**src/rtl/keypad_entry.sv**
```systemverilog
// keypad_entry: collects keypad digits into a card number and PIN and
// presents them as a single request on a valid/ready handshake.
module keypad_entry #(
  parameter int unsigned CARD_W     = 10,
  parameter int unsigned PIN_W      = 11,
  parameter int unsigned MAX_DIGITS = 4,
  parameter int unsigned TIMEOUT    = 1000
) (
  input  logic              clk,
  input  logic              rst_n,
  input  logic              key_valid,
  input  logic [3:0]        key_code,
  output logic              key_ready,
  output logic              req_valid,
  input  logic              req_ready,
  output logic [CARD_W-1:0] req_card,
  output logic [PIN_W-1:0]  req_pin,
  output logic              err,
  output logic [1:0]        err_code,
  output logic              field
);

  localparam int unsigned ACC_W  = (CARD_W > PIN_W) ? CARD_W : PIN_W;
  localparam int unsigned PROD_W = ACC_W + 4;
  localparam int unsigned DCNT_W = $clog2(MAX_DIGITS + 1);
  localparam int unsigned TCNT_W = $clog2(TIMEOUT);

  localparam logic [PROD_W-1:0] CARD_MAX = PROD_W'((64'(1) << CARD_W) - 64'(1));
  localparam logic [PROD_W-1:0] PIN_MAX  = PROD_W'((64'(1) << PIN_W) - 64'(1));

  localparam logic [3:0] K_CLEAR  = 4'd10;
  localparam logic [3:0] K_ENTER  = 4'd11;
  localparam logic [3:0] K_CANCEL = 4'd12;

  localparam logic [1:0] E_OVF     = 2'b01;
  localparam logic [1:0] E_EMPTY   = 2'b10;
  localparam logic [1:0] E_TIMEOUT = 2'b11;

  typedef enum logic [1:0] {S_CARD, S_PIN, S_PRESENT} state_t;

  state_t              state_q, state_d;
  logic [ACC_W-1:0]    acc_q, acc_d;
  logic [DCNT_W-1:0]   dcnt_q, dcnt_d;
  logic [TCNT_W-1:0]   tcnt_q, tcnt_d;
  logic [CARD_W-1:0]   card_q, card_d;
  logic                key_ready_q, key_ready_d;
  logic                req_valid_q, req_valid_d;
  logic [CARD_W-1:0]   req_card_q, req_card_d;
  logic [PIN_W-1:0]    req_pin_q, req_pin_d;
  logic                err_q, err_d;
  logic [1:0]          err_code_q, err_code_d;
  logic                field_q, field_d;

  logic                key_acc;
  logic                idle_active;
  logic [PROD_W-1:0]   prod;
  logic [PROD_W-1:0]   field_max;

  // Next-state, datapath and registered-output computation
  always_comb begin
    state_d    = state_q;
    acc_d      = acc_q;
    dcnt_d     = dcnt_q;
    tcnt_d     = tcnt_q;
    card_d     = card_q;
    req_card_d = req_card_q;
    req_pin_d  = req_pin_q;
    err_d      = 1'b0;
    err_code_d = err_code_q;

    key_acc     = key_valid && key_ready_q;
    idle_active = (state_q == S_PIN) || ((state_q == S_CARD) && (dcnt_q != '0));
    prod        = PROD_W'(acc_q) * PROD_W'(10) + PROD_W'(key_code);
    field_max   = (state_q == S_CARD) ? CARD_MAX : PIN_MAX;

    case (state_q)
      S_CARD, S_PIN: begin
        if (key_acc) begin
          tcnt_d = '0;
          if (key_code <= 4'd9) begin
            if ((dcnt_q == DCNT_W'(MAX_DIGITS)) || (prod > field_max)) begin
              err_d      = 1'b1;
              err_code_d = E_OVF;
              acc_d      = '0;
              dcnt_d     = '0;
              card_d     = '0;
              state_d    = S_CARD;
            end else begin
              acc_d  = ACC_W'(prod);
              dcnt_d = dcnt_q + DCNT_W'(1);
            end
          end else if (key_code == K_CLEAR) begin
            acc_d  = '0;
            dcnt_d = '0;
          end else if (key_code == K_CANCEL) begin
            acc_d   = '0;
            dcnt_d  = '0;
            card_d  = '0;
            state_d = S_CARD;
          end else if (key_code == K_ENTER) begin
            if (dcnt_q == '0) begin
              err_d      = 1'b1;
              err_code_d = E_EMPTY;
            end else if (state_q == S_CARD) begin
              card_d  = CARD_W'(acc_q);
              acc_d   = '0;
              dcnt_d  = '0;
              state_d = S_PIN;
            end else begin
              req_pin_d  = PIN_W'(acc_q);
              req_card_d = card_q;
              state_d    = S_PRESENT;
            end
          end
          // codes 13-15 only restart the idle counter
        end else if (idle_active) begin
          if (tcnt_q == TCNT_W'(TIMEOUT - 1)) begin
            err_d      = 1'b1;
            err_code_d = E_TIMEOUT;
            tcnt_d     = '0;
            acc_d      = '0;
            dcnt_d     = '0;
            card_d     = '0;
            state_d    = S_CARD;
          end else begin
            tcnt_d = tcnt_q + TCNT_W'(1);
          end
        end else begin
          tcnt_d = '0;
        end
      end
      S_PRESENT: begin
        tcnt_d = '0;
        if (req_valid_q && req_ready) begin
          acc_d   = '0;
          dcnt_d  = '0;
          card_d  = '0;
          state_d = S_CARD;
        end
      end
      default: begin
        state_d = S_CARD;
        acc_d   = '0;
        dcnt_d  = '0;
        tcnt_d  = '0;
        card_d  = '0;
      end
    endcase

    key_ready_d = (state_d != S_PRESENT);
    req_valid_d = (state_d == S_PRESENT);
    field_d     = (state_d != S_CARD);
  end

  // State and output registers
  always_ff @(posedge clk or negedge rst_n) begin
    if (!rst_n) begin
      state_q     <= S_CARD;
      acc_q       <= '0;
      dcnt_q      <= '0;
      tcnt_q      <= '0;
      card_q      <= '0;
      key_ready_q <= 1'b1;
      req_valid_q <= 1'b0;
      req_card_q  <= '0;
      req_pin_q   <= '0;
      err_q       <= 1'b0;
      err_code_q  <= 2'b00;
      field_q     <= 1'b0;
    end else begin
      state_q     <= state_d;
      acc_q       <= acc_d;
      dcnt_q      <= dcnt_d;
      tcnt_q      <= tcnt_d;
      card_q      <= card_d;
      key_ready_q <= key_ready_d;
      req_valid_q <= req_valid_d;
      req_card_q  <= req_card_d;
      req_pin_q   <= req_pin_d;
      err_q       <= err_d;
      err_code_q  <= err_code_d;
      field_q     <= field_d;
    end
  end

  assign key_ready = key_ready_q;
  assign req_valid = req_valid_q;
  assign req_card  = req_card_q;
  assign req_pin   = req_pin_q;
  assign err       = err_q;
  assign err_code  = err_code_q;
  assign field     = field_q;

endmodule

```
**config.mk**
```make
export PLATFORM = sky130hd
export DESIGN_NAME = keypad_entry
export DESIGN_NICKNAME = d
export VERILOG_FILES = /design/src/rtl/keypad_entry.sv
export SDC_FILE = /design/constraint.sdc
export NUM_CORES = 1
export LEC_CHECK = 0
export ABC_AREA = 1
export CAP_MARGIN = 0
export CORE_ASPECT_RATIO = 0.75
export CORE_UTILIZATION = 40
export CTS_BUF_LIST = sky130_fd_sc_hd__clkbuf_16
export DETAILED_ROUTE_END_ITERATION = 8
export GPL_ROUTABILITY_DRIVEN = 0
export SETUP_SLACK_MARGIN = 0.5
export SLEW_MARGIN = 0
export SYNTH_ARGS = -nofsm -noshare
export SYNTH_HDL_FRONTEND = slang
export SYNTH_SLANG_ARGS = --single-unit
```
**constraint.sdc**
```tcl
create_clock -name clk -period 3.3 [get_ports clk]
set_input_delay 0.825 -clock clk [delete_from_list [all_inputs] [get_ports clk]]
set_output_delay 0.825 -clock clk [all_outputs]
set_load 0.005 [all_outputs]
```
After elaboration in Yosys (flattened, before gate mapping). Cells that the tools add are included.

Register bits after elaboration: 63. Word-level logic and storage cells: 136.

Add/subtract/negate cells: 3. Multiply operators: 1. Magnitude comparators: 2. Equal/unequal tests: 25. Multiplexer cells: 72. Bitwise logic cells: 5. Reduce and logical (&&, ||, !) cells: 16.

Operators by type and width (count): 10-bit 2-to-1 mux (15); 11-bit 2-to-1 mux (12); 2-bit 2-to-1 mux (20); 3-bit 2-to-1 mux (11); 8-bit AND reduction (3); 11-bit one-hot mux with 2 select lines (1); 10-bit one-hot mux with 2 select lines (1); 6-bit inequality test, second input constant (3); 15-bit by 4-bit adder with 15-bit output (1); 15-bit by 11-bit greater-than comparator with 1-bit output (1); 5-bit inequality test, second input constant (3); 11-bit by 3-bit multiplier with 14-bit output, second input constant (1); 4-bit equality test, second input constant (3); 3-bit inequality test, second input constant (4); 10-bit by 1-bit adder with 10-bit output, second input constant (1); 10-bit equality test, second input constant (1); 1-bit 2-to-1 mux (10); 4-bit inequality test, second input constant (2); 3-bit by 1-bit inequality test with 1-bit output, second input constant (2); 3-bit one-hot mux with 2 select lines (1); 6-bit AND reduction (1); 2-bit nonzero test (3); 1-bit NOT (5); 2-bit equality test, second input constant (2); other kinds (13) (17).

Longest topological paths before layout. Gate-level depths: netlist of run 1.

Depth after elaboration: 10. Gate-level depth with buffers: 29. Depth with buffers taken out: 29.

Least setup slack after synthesis of run 1. OpenSTA, ideal clock, no wires.

Path kind: register to register. Start point: register acc_q[1]. End point: register card_q[2]. Setup time: 0.117 ns. Arrival: 3.503 ns. Path slack: -0.320 ns. Stages on the path, launching flop included: 29. Buffers on the path: 1. Clock period less this slack: 3.620 ns. Path through: dfrtp_1 -> ha_1 -> ha_1 -> fa_1 -> nand3_1 -> nand2_1 -> nand2_1 -> nand2_1 -> nand3_1 -> clkinv_1 -> a21boi_0 -> a21oi_1 -> ha_1 -> nand2_1 -> inv_1 -> nand2_1 -> nor2_1 -> nand3_1 -> nor2_1 -> nand3_1 -> nor2_1 -> nand3_1 -> nand2_1 -> nand3_2 -> nor2_4 -> nand3_4 -> buf_6 -> nand3_1 -> nand2_1.

Longest elaborated chain between the ends: 6.

RTL lines: start: declaration (RTL line 42) `logic [ACC_W-1:0] acc_q, acc_d;`; start signal: assignment (RTL line 159) `acc_q <= '0;`; start signal: assignment (RTL line 172) `acc_q <= acc_d;`; 11-bit by 3-bit multiplier with 14-bit output (RTL line 73) `prod = PROD_W'(acc_q) * PROD_W'(10) + PROD_W'(key_code);`; 15-bit by 4-bit adder with 15-bit output (RTL line 73); 15-bit by 11-bit greater-than comparator with 1-bit output (RTL line 81) `if ((dcnt_q == DCNT_W'(MAX_DIGITS)) || (prod > field_max)) begin`; 1-bit logical OR (RTL line 81); 4-bit inequality test (no line); 8-bit AND reduction (no line); end signal: assignment (RTL line 175) `card_q <= card_d;`; end: declaration (RTL line 45) `logic [CARD_W-1:0] card_q, card_d;`.

Every way passes these cells. A chain may end at the register's enable or synchronous reset.

Worst setup path in the final report of run 1.
Start point: register acc_q[1]. End point: register card_q[3].

The elaborated chain is that of the path after synthesis.

==> flow_summary.toml, run 1 <==
[setup_path]
cp-startpoint = "acc_q[1]$_DFFE_PN0P_"
reg2regPathDepth = 27
path_class = "reg -> reg"
slowest_stage = "fa_2"
timing.critical_path.mode_cell = "nand2_1"
cp.arrival_ns = 4.11
r2r-end = "card_q[3]$_DFFE_PN0P_"
critPathMaxStageDelay_ns = 0.44
timing.critical_path.required_ns = 3.56
cp-end-kind = "flip-flop"
r2r_start = "acc_q[1]$_DFFE_PN0P_"
startpoint_type = "flip-flop"
reg2reg_slack_ns = -0.55
worstPathMaxFanout = 5
cp-endpoint = "card_q[3]$_DFFE_PN0P_"

[sta]
setup_tns_ns = -13.97
max-slew-margin-rel = 0.0650
timing.final.ws_setup_ns = -0.550
fmax_mhz = 260
drv_slew = 0
finalSetupViolations = 29
hold_violations = 0
finClkSkew_ns = 0.00675
tightest_slew_ns = 1.40
fin_crit_ns = 3.85
timing.final.crit_share = 1.17
rsz0062_at_grt = "true"

[synthesis]
synth_top_family_by_area = "simple AND/OR/NAND/NOR gates"
synth_edf_count = 0
synth-compound-area-share = 0.0806
synth-adder-area-share = 0.0932
yosys_warnings = 0
synth_xor_area_frac = 0.0228
synthCells = 460
synthMuxAreaShare = 0.0357
synthTopCellsByArea = "dfrtp_1 (41%), nand2_1 (11%), ha_1 (8.3%), inv_1 (6.2%), nand3_1 (5.6%)"
ys_ff_latch = 63
yosys.area_share.simple = 0.274
synth_ff_type = "dfrtp_1"
async_flop_share = 1.00
ys_types = 40
synth_largest_area_cell = "dfrtp_1"
syn_area_um2 = 3790
synth.net_count = 495
ys_seq_area_frac = 0.417
syn_avg_cell_area_um2 = 8.23
synthDominantCellAreaShare = 0.410

[layout]
drive_above_1_share = 0.260
nets = 602
diodes = 0
syn_to_final_growth_pct = 41.9

[die]
core_area_um2 = 9120
fp.dieH_um = 86.3
row_count = 30
ios = 35
die_area_um2 = 9870
die_w_um = 114
start_util = 0.415

[pwr]
finalPower_mw = 3.84
p_per_area_nw_per_um2 = 714
peakVddDrop_mv = 0.303
power.leakage_nw = 2.70

[clock_network]
clock-root-buffer = "clkbuf_16"
cts_max_level = 3
clkTransAtPathRegs_ns = 0.05
cts_tree = "built"
insertion_delay_ns = 0.33
clock-sinks = 63
cts_buffers = 9
cts_hold_buf = 0
clock_path_buffers = 2

[placed_design]
dp_hpwl_um = 7140
port_buffers = 34

[route]
drc = 0
drtPass1Iterations = 5
vias = 3460
wirelength_um = 9790
detail-route-antenna-nets = 0
dr.first_iter.drc_count = 245
vias_per_cell = 4.94
wl_per_cell_um = 14.0

[global_route]
grt_antenna_before_repair = 0
first_global_vias = 3352
grt_pass1_wl_um = 15900
grt_max_degree = 40
overflow = 0
grt_usage = 0.207

[status]
violations = "negative setup slack"
status = "finished, violations left"

[run]
max_cap_violations = 0

[min_path]
hold_path_class = "reg -> reg"
report_power, final:
| group | leakage (nW) | total (mW) | internal (mW) | switching [mW] |
|---|---|---|---|---|
| sequential | 0.859 | 0.960 | 0.873 | 0.0867 |
| combinational | 1.68 | 1.91 | 0.932 | 0.978 |
| clock | 0.157 | 0.966 | 0.648 | 0.319 |
| total | 2.70 | 3.84 | 2.45 | 1.38 |
synthesized netlist by cell type (2+ instances only):
library cell,instances
a21oi_1,21
buf_2,3
buf_6,2
clkbuf_1,4
dfrtp_1,62
fa_1,2
ha_1,25
inv_1,63
mux2_1,3
mux2_2,7
nand2_1,107
nand2_2,2
nand3_1,42
nand4_1,8
nor2_1,52
nor2_2,2
nor2_4,2
nor3_1,8
nor3b_1,3
o21ai_0,6
o21ai_1,2
o22ai_1,3
o22ai_2,8
xnor2_1,2
xor2_1,6
layout make-up:
cell class / count / area [um2]
Fill cell: 798 / 3750
Multi-Input combinational cell: 325 / 2150
Sequential cell: 63 / 1580
Timing Repair Buffer: 104 / 937
Inverter: 64 / 243
Clock buffer: 9 / 225
Tap cell: 128 / 160
Clock inverter: 7 / 80.1
worst max-delay path: cells and delay by family, from the launching register on:
kind | cells | cell delay [ns]
compound gates | 1 | 0.05
flops | 1 | 0.42
simple gates | 18 | 1.62
xor+xnor | 1 | 0.22
buf+inv | 3 | 0.34
fa+ha+maj | 4 | 1.13
sequential cells by signal (all words and copies together) (netlist names):
name	count
field	1
err_code	2
key_ready	1
dcnt_q	3
req_pin	11
req_valid	1
err	1
req_card	10
tcnt_q	10
card_q	10
acc_q	11
state_q	2
cell usage in the layout (no fill, tap or decap), drive strengths merged:
cell and count:
a21boi 1, a21oi 22, and3 1, buf 71
bufinv 2, clkbuf 9, clkdlybuf4s50 32, clkinv 3
dfrtp 62, dfstp 1, dlygate4sd2 1, fa 2
ha 25, inv 66, mux2 10, mux2i 1
nand2 110, nand3 44, nand4 8, nor2 56
nor3 8, nor3b 3, nor4 1, nor4b 1
o211a 1, o211ai 1, o21ai 8, o21bai 1
o22ai 11, or2 1, xnor2 3, xor2 6
worst min-delay path by stage:
stage	start	end	slack, ns	cells after the start
floorplan	tcnt_q[0]$_DFF_PN0_	tcnt_q[0]$_DFF_PN0_	0.43	1
global placement	tcnt_q[0]$_DFF_PN0_	tcnt_q[0]$_DFF_PN0_	0.44	1
detailed placement	tcnt_q[0]$_DFF_PN0_	tcnt_q[0]$_DFF_PN0_	0.47	1
CTS	tcnt_q[0]$_DFF_PN0_	tcnt_q[0]$_DFF_PN0_	0.47	1
global route	tcnt_q[0]$_DFF_PN0_	tcnt_q[0]$_DFF_PN0_	0.49	1
finish	tcnt_q[0]$_DFF_PN0_	tcnt_q[0]$_DFF_PN0_	0.46	1
metal layers:
metal  track usage  vias up  routed length, um
met5             0        -                  0
met4        0.0401        0                 63
met3        0.0524        6                523
met2         0.325       80               4490
met1         0.292     1661               4710
li1              -     1713                  -
through the flow:
step / util / setup slack [ns] / area, um2 / instances / hold WS (ns)
detailed placement: 0.524 / -0.897 / 4780 / 676 / 0.466
global route: 0.589 / -0.805 / 5370 / 700 / 0.491
finish: 0.589 / -0.550 / 5370 / 700 / 0.465
global placement: 0.524 / -0.729 / 4780 / 676 / 0.444
floorplan: - / -0.164 / 3820 / 460 / 0.433
CTS: 0.569 / -0.470 / 5190 / 695 / 0.472
cell families after synthesis:
family / count (synthesis)
xor+xnor: 9
mux: 11
simple gates: 232
flops: 63
fa+ha+maj: 27
compound gates: 45
buf+inv: 73
what timing repair did:
action / 4_1_cts / 5_1_grt
gates cloned: 1 / 1
buffers inserted: 2 / 4
endpoints found under the setup margin: 29 / 40
pin swaps: 9 / 10
resized for setup: 14 / 26
Note: power is estimated with default switching activity, not from simulation.
==> run 2, diff against run 1 <==
--- a/config.mk
+++ b/config.mk
@@ -12,6 +12,7 @@
 export CTS_BUF_LIST = sky130_fd_sc_hd__clkbuf_16
 export DETAILED_ROUTE_END_ITERATION = 8
 export GPL_ROUTABILITY_DRIVEN = 0
+export HOLD_SLACK_MARGIN = 0.02
 export SETUP_SLACK_MARGIN = 0.5
 export SLEW_MARGIN = 0
 export SYNTH_ARGS = -nofsm -noshare
==> results of run 2 <==
Final layout, timing and power as in run 1 (identical DEF).
==> run 3, diff against run 2 <==
--- a/config.mk
+++ b/config.mk
@@ -12,7 +12,6 @@
 export CTS_BUF_LIST = sky130_fd_sc_hd__clkbuf_16
 export DETAILED_ROUTE_END_ITERATION = 8
 export GPL_ROUTABILITY_DRIVEN = 0
-export HOLD_SLACK_MARGIN = 0.02
 export SETUP_SLACK_MARGIN = 0.5
 export SLEW_MARGIN = 0
 export SYNTH_ARGS = -nofsm -noshare
==> results of run 3 <==
Final layout, timing and power as in run 1 (identical DEF).
